--- src/rtl/reservoir_pkg.sv ---
// Shared types, default weights and sizing helpers for the echo-state reservoir stage.
package reservoir_pkg;

  typedef enum logic [2:0] {
    IDLE,
    LOAD,
    MAC,
    ACT,
    COMMIT
  } stateType;

  localparam int RES_N     = 4;
  localparam int DATA_W    = 3;
  localparam int WEIGHT_W  = 16;
  localparam int INPUT_W   = 8;
  localparam int SHIFT_AMT = 4;

  localparam logic [RES_N-1:0][WEIGHT_W-1:0] WIN = '{16'd3, 16'hFFFE, 16'd5, 16'd1};

  localparam logic [RES_N-1:0][RES_N-1:0][WEIGHT_W-1:0] W = '{
    '{16'd2,    16'd0,    16'hFFFF, 16'd1},
    '{16'd0,    16'hFFFD, 16'd1,    16'd0},
    '{16'd1,    16'd2,    16'd0,    16'hFFFE},
    '{16'hFFFF, 16'd0,    16'd3,    16'd2}
  };

  // Wide enough for N+1 signed products so the running sum can never wrap.
  function automatic int accWidth(input int weightW, input int inputW, input int dataW, input int n);
    return weightW + ((inputW > dataW) ? inputW : dataW) + $clog2(n + 1);
  endfunction

  function automatic int idxWidth(input int n);
    return (n > 1) ? $clog2(n) : 1;
  endfunction

endpackage

--- src/rtl/reservoir_weight_rom.sv ---
// Combinational weight lookup: input weight Win[row] or recurrent weight W[row][col].
module reservoir_weight_rom
  import reservoir_pkg::*;
#(
  parameter int reservoir_size = RES_N,
  parameter int weight_size    = WEIGHT_W,
  parameter logic [reservoir_size-1:0][weight_size-1:0] winWeights = WIN,
  parameter logic [reservoir_size-1:0][reservoir_size-1:0][weight_size-1:0] wWeights = W,
  localparam int IDX_W = idxWidth(reservoir_size)
) (
  input  logic [IDX_W-1:0]              iRow,
  input  logic [IDX_W-1:0]              iCol,
  input  logic                          iIsInput,
  output logic signed [weight_size-1:0] oWeight
);

  always_comb begin
    if (iIsInput) begin
      oWeight = $signed(winWeights[iRow]);
    end else begin
      oWeight = $signed(wWeights[iRow][iCol]);
    end
  end

endmodule

--- src/rtl/reservoir_update.sv ---
// Echo-state reservoir update: x' = sat((Win*u + W*x) >>> shift), one MAC per cycle.
module reservoir_update
  import reservoir_pkg::*;
#(
  parameter int reservoir_size = RES_N,
  parameter int data_width     = DATA_W,
  parameter int weight_size    = WEIGHT_W,
  parameter int input_width    = INPUT_W,
  parameter int shift          = SHIFT_AMT,
  parameter logic [reservoir_size-1:0][weight_size-1:0] winWeights = WIN,
  parameter logic [reservoir_size-1:0][reservoir_size-1:0][weight_size-1:0] wWeights = W
) (
  input  logic                                 iClk,
  input  logic                                 iRst,
  input  logic                                 iEn,
  input  logic signed [input_width-1:0]        iSample,
  output logic [reservoir_size*data_width-1:0] oData,
  output logic                                 oStateRdy,
  output logic                                 oBusy
);

  localparam int IDX_W = idxWidth(reservoir_size);
  localparam int ACC_W = accWidth(weight_size, input_width, data_width, reservoir_size);
  localparam logic [IDX_W-1:0] LAST_IDX = IDX_W'(reservoir_size - 1);
  localparam logic signed [ACC_W-1:0] SAT_MAX = ACC_W'((1 << (data_width - 1)) - 1);
  localparam logic signed [ACC_W-1:0] SAT_MIN = ~SAT_MAX;

  stateType state, stateNext;

  logic signed [input_width-1:0]        sampleReg;
  logic [IDX_W-1:0]                     rowIdx;
  logic [IDX_W-1:0]                     colIdx;
  logic signed [ACC_W-1:0]              acc;
  logic [reservoir_size*data_width-1:0] nextBuf;
  logic signed [weight_size-1:0]        weight;
  logic signed [data_width-1:0]         stateElem;
  logic signed [ACC_W-1:0]              multiplicand;
  logic signed [ACC_W-1:0]              product;
  logic                                 romIsInput;

  function automatic logic signed [data_width-1:0] saturate(input logic signed [ACC_W-1:0] value);
    if (value > SAT_MAX) begin
      return SAT_MAX[data_width-1:0];
    end else if (value < SAT_MIN) begin
      return SAT_MIN[data_width-1:0];
    end else begin
      return value[data_width-1:0];
    end
  endfunction

  reservoir_weight_rom #(
    .reservoir_size(reservoir_size),
    .weight_size   (weight_size),
    .winWeights    (winWeights),
    .wWeights      (wWeights)
  ) weightRom (
    .iRow    (rowIdx),
    .iCol    (colIdx),
    .iIsInput(romIsInput),
    .oWeight (weight)
  );

  always_ff @(posedge iClk) begin
    if (iRst) begin
      state <= IDLE;
    end else begin
      state <= stateNext;
    end
  end

  always_comb begin
    stateNext = state;
    case (state)
      IDLE:    stateNext = iEn ? LOAD : IDLE;
      LOAD:    stateNext = MAC;
      MAC:     stateNext = (colIdx == LAST_IDX) ? ACT : MAC;
      ACT:     stateNext = (rowIdx == LAST_IDX) ? COMMIT : LOAD;
      COMMIT:  stateNext = IDLE;
      default: stateNext = IDLE;
    endcase
  end

  always_comb begin
    oBusy      = (state != IDLE);
    romIsInput = (state == LOAD);
  end

  // One shared multiplier: the input term in LOAD, a recurrent term against committed x in MAC.
  always_comb begin
    stateElem    = $signed(oData[colIdx*data_width +: data_width]);
    multiplicand = romIsInput ? ACC_W'(sampleReg) : ACC_W'(stateElem);
    product      = ACC_W'(weight) * multiplicand;
  end

  always_ff @(posedge iClk) begin
    if (iRst) begin
      sampleReg <= '0;
      rowIdx    <= '0;
      colIdx    <= '0;
      acc       <= '0;
      nextBuf   <= '0;
      oData     <= '0;
      oStateRdy <= 1'b0;
    end else begin
      oStateRdy <= 1'b0;
      case (state)
        IDLE: begin
          if (iEn) begin
            sampleReg <= iSample;
            rowIdx    <= '0;
          end
        end
        LOAD: begin
          acc    <= product;
          colIdx <= '0;
        end
        MAC: begin
          acc    <= acc + product;
          colIdx <= colIdx + 1'b1;
        end
        ACT: begin
          nextBuf[rowIdx*data_width +: data_width] <= saturate(acc >>> shift);
          if (rowIdx != LAST_IDX) begin
            rowIdx <= rowIdx + 1'b1;
          end
        end
        COMMIT: begin
          oData     <= nextBuf;
          oStateRdy <= 1'b1;
        end
        default: ;
      endcase
    end
  end

endmodule
--- config.mk ---
export PLATFORM = sky130hd
export DESIGN_NAME = reservoir_update
export DESIGN_NICKNAME = d
export VERILOG_FILES = /design/src/rtl/reservoir_pkg.sv /design/src/rtl/reservoir_weight_rom.sv /design/src/rtl/reservoir_update.sv
export SDC_FILE = /design/constraint.sdc
export NUM_CORES = 1
export LEC_CHECK = 0
export CAP_MARGIN = 0
export CELL_PAD_IN_SITES_DETAIL_PLACEMENT = 1
export CELL_PAD_IN_SITES_GLOBAL_PLACEMENT = 2
export CORE_UTILIZATION = 35
export CTS_CLUSTER_DIAMETER = 60
export DETAILED_ROUTE_END_ITERATION = 8
export PLACE_DENSITY_LB_ADDON = 0.25
export REMOVE_ABC_BUFFERS = 1
export SLEW_MARGIN = 15
export SYNTH_ARGS = -nofsm -noshare
export SYNTH_HDL_FRONTEND = slang
export SYNTH_SLANG_ARGS = --single-unit
--- constraint.sdc ---
create_clock -name iClk -period 20 [get_ports iClk]
set_clock_uncertainty 0.1 [all_clocks]
set_input_delay 4 -clock iClk [delete_from_list [all_inputs] [get_ports iClk]]
set_output_delay 4 -clock iClk [all_outputs]
set_load 0.02 [all_outputs]
==> results.txt <==
Status: finished, final reports clean
# DRC: 0
Static Leak: 0.005105 uW
Post-CTS Resized: 0
Final Cell Area: 10330 um2
Hpwl dp: 22.86 mm
Fraction of registers with async set/reset: 0
Largest net degree at the start of global routing: 68
Post-synth EDFFs: 0
Routed vias/inst: 5.296
Fin cells: 1492
Total number of vias: 7902
Commonest non-fill, non-tap cell in the layout: inv_1
Dominant cells by area after synthesis: fa_1 (23%), ha_1 (14%), dfxtp_1 (14%)
Startpoint Class: register
PwrDens: 41.39 nW/um2
Placed Cells: 1476
Starting Density: 0.3602
CTS sink cnt: 67
Unique masters post-synth: 71
Drt first pass iters: 4
Largest stage delay, worst path: 0.87 ns
Critical path fanouts, max: 20
Gpl congestion: 0.8318
Initial DRC count: 426
Clock Pin Slew Worst Setup and Hold Paths: 0.07 ns
CTS Buf Count: 9
Synth-to-layout area growth: 9.146%
Final setup margin: 9.267 ns
DR WL/cell: 18.58 um
Post-synthesis sequential area ratio: 0.1417
Setup Viol. Count Final: 0
CTS root buf: clkbuf_16
Area of the multi-input gates: 7303 um2
Cells after synthesis: 1146
Clock tree buffer depth: 2
Synth area leader: fa_1
Crit Path Class: reg -> reg
Antenna Cells: 0
Filler cells: 3112
RSZ-0062 raised after global routing: no
HP Class: reg -> reg
Register Area: 1341 um2
Placement row count: 59
PortBufs: 24
Peak VDD IR: 0.00003017 V
Setup WS pre-CTS: 9.251 ns
Reg2reg path depth: 33
Final Hold Viols: 0
Commonest cells after routing, fill and taps aside: inv_1 (182), nand2_1 (124), ha_1 (108)
Final wirelength: 27.72 mm
Die span in x: 166.5 um
Mapped Avg Cell Area: 8.261 um2
CP endpoint kind: register
Placed cell area: 10020 um2
Min cycle time layout: 10.73 ns
TritonCTS clock tree: yes
Crit path arrival time: 10.83 ns
Post-synth top flop: dfxtp_1
Number of max-cap violations: 0
H-tree levels: 3
Max transition margin: 0.3024
Max-slew violations: 0
Synth Cell Area: 9467 um2
Period utilization: 0.5367
Nets@finish: 1378
First-pass GRT wire length: 46.32 mm
Synth warn: 0
Die Height: 166.5 um
Setup_tns: 0 ns
Gr usage total: 0.2117
Core Box Area: 26280 um2
Max Freq: 0.09317 GHz
Hold Path Depth: 2
Top-area cell type share of the netlist area: 0.2263
Post-CTS Setup Bufs: 0
Worst skew pair latency: 0.35 ns
Synthesized flop and latch total: 67
Req. time, crit path: 20.10 ns
Worst path slowest cell: fa_1
Vias in the first global route: 8318
Full die area: 27710 um2
Hold buffers post-CTS: 0
GR Overflow Total: 0
Antenna violations before repair: 0
Slew @ Worst Pin: 1.043 ns
Detail Route Antenna Nets: 0
Top Ports: 25
Hold Slack: 0.3552 ns
Layout cells sized above 1: 0.03889
## stage by stage
step | total power, uW | utilization
6_report | 427.6 | 0.3932
5_1_grt | 448.6 | 0.3932
4_1_cts | 431.0 | 0.3930
3_5_place_dp | 253.7 | 0.3813
3_3_place_gp | 252.7 | 0.3813
2_1_floorplan | 217.4 | -
## Yosys cell counts (all sizes together), types with 3 or more instances
cell type and n:
a2111oi 7, a211oi 8, a21o 28, a21oi 97, a221oi 8, a22oi 14
a311oi 6, a31o 3, a31oi 7, and2 11, and3 7, buf 9
clkbuf 25, dfxtp 67, fa 107, ha 108, inv 183, mux2i 3
mux4 4, nand2 124, nand2b 8, nand3 6, nand4 12, nor2 94
nor2b 5, nor3 17, nor3b 4, nor4 7, nor4b 4, o211ai 10
o21a 6, o21ai 31, o21bai 6, o22ai 6, or2 9, or3 11
xnor2 37, xor2 18
## where the power goes
group / switching [uW] / leakage, uW / internal (uW)
Sequential: 9.11 / 0.000544 / 140
Clock: 76.8 / 0.000149 / 99.2
Combinational: 65.6 / 0.00441 / 36.6
## layer usage
| layer | part of all wire | GRT usage | vias to the layer above |
|---|---|---|---|
| met1 | 0.52 | 0.3161 | 3907 |
| met5 | 0 | 0 | - |
| met2 | 0.44 | 0.3186 | 102 |
| met4 | 0.020 | 0.05998 | 0 |
| met3 | 0.025 | 0.02519 | 29 |
| li1 | - | - | 3864 |
## layout make-up
type                    count  area share
multi-input cells         862      0.7068
flip-flops and latches     67      0.1298
inverters                 183     0.06648
well taps                 335     0.04057
repair buffers             29     0.02640
clock buffers               9     0.02180
clock inverters             7    0.008113
## worst paths after layout
kind,start,to,slack (ns)
worst min register to register,nextBuf[5]$_SDFFE_PP0P_,oData[5]$_SDFFE_PP0P_,0.36
worst max-delay path,rowIdx[0]$_SDFFE_PP0P_,acc[26]$_SDFFE_PP0P_,9.27
worst max register to register,rowIdx[0]$_SDFFE_PP0P_,acc[26]$_SDFFE_PP0P_,9.27
worst min-delay path,nextBuf[5]$_SDFFE_PP0P_,oData[5]$_SDFFE_PP0P_,0.36
## cells by family (layout without fill, tap and decap cells)
logic type / count (synthesis) / count (layout) / synth area share
AND/OR/NAND/NOR: 330 / 330 / 0.1624
AO/OA/AOI/OAI: 254 / 254 / 0.1727
buffers and inverters: 217 / 228 / 0.08829
adder cells (fa/ha/maj): 216 / 216 / 0.3701
flip-flops: 67 / 67 / 0.1417
XOR/XNOR: 55 / 55 / 0.05089
multiplexers: 7 / 7 / 0.01388
## worst max-delay path, delay by kind of cell (launching register included)
family                     cells  cell delay (ns)
AOI/OAI and AO/OA             10             2.31
xor gates and xnor gates       1             0.17
buffers and inverters          6             1.14
adders and majority gates      9             4.47
and+or+nand+nor                6             1.63
muxes                          1             0.31
DFF                            1             0.41
## flip-flops by register name (all words and copies together), names as in the netlist
register / flops
sampleReg: 8
oStateRdy: 1
rowIdx: 2
oData: 12
acc: 27
state: 3
colIdx: 2
nextBuf: 12
(Power assumes the default switching activity.)
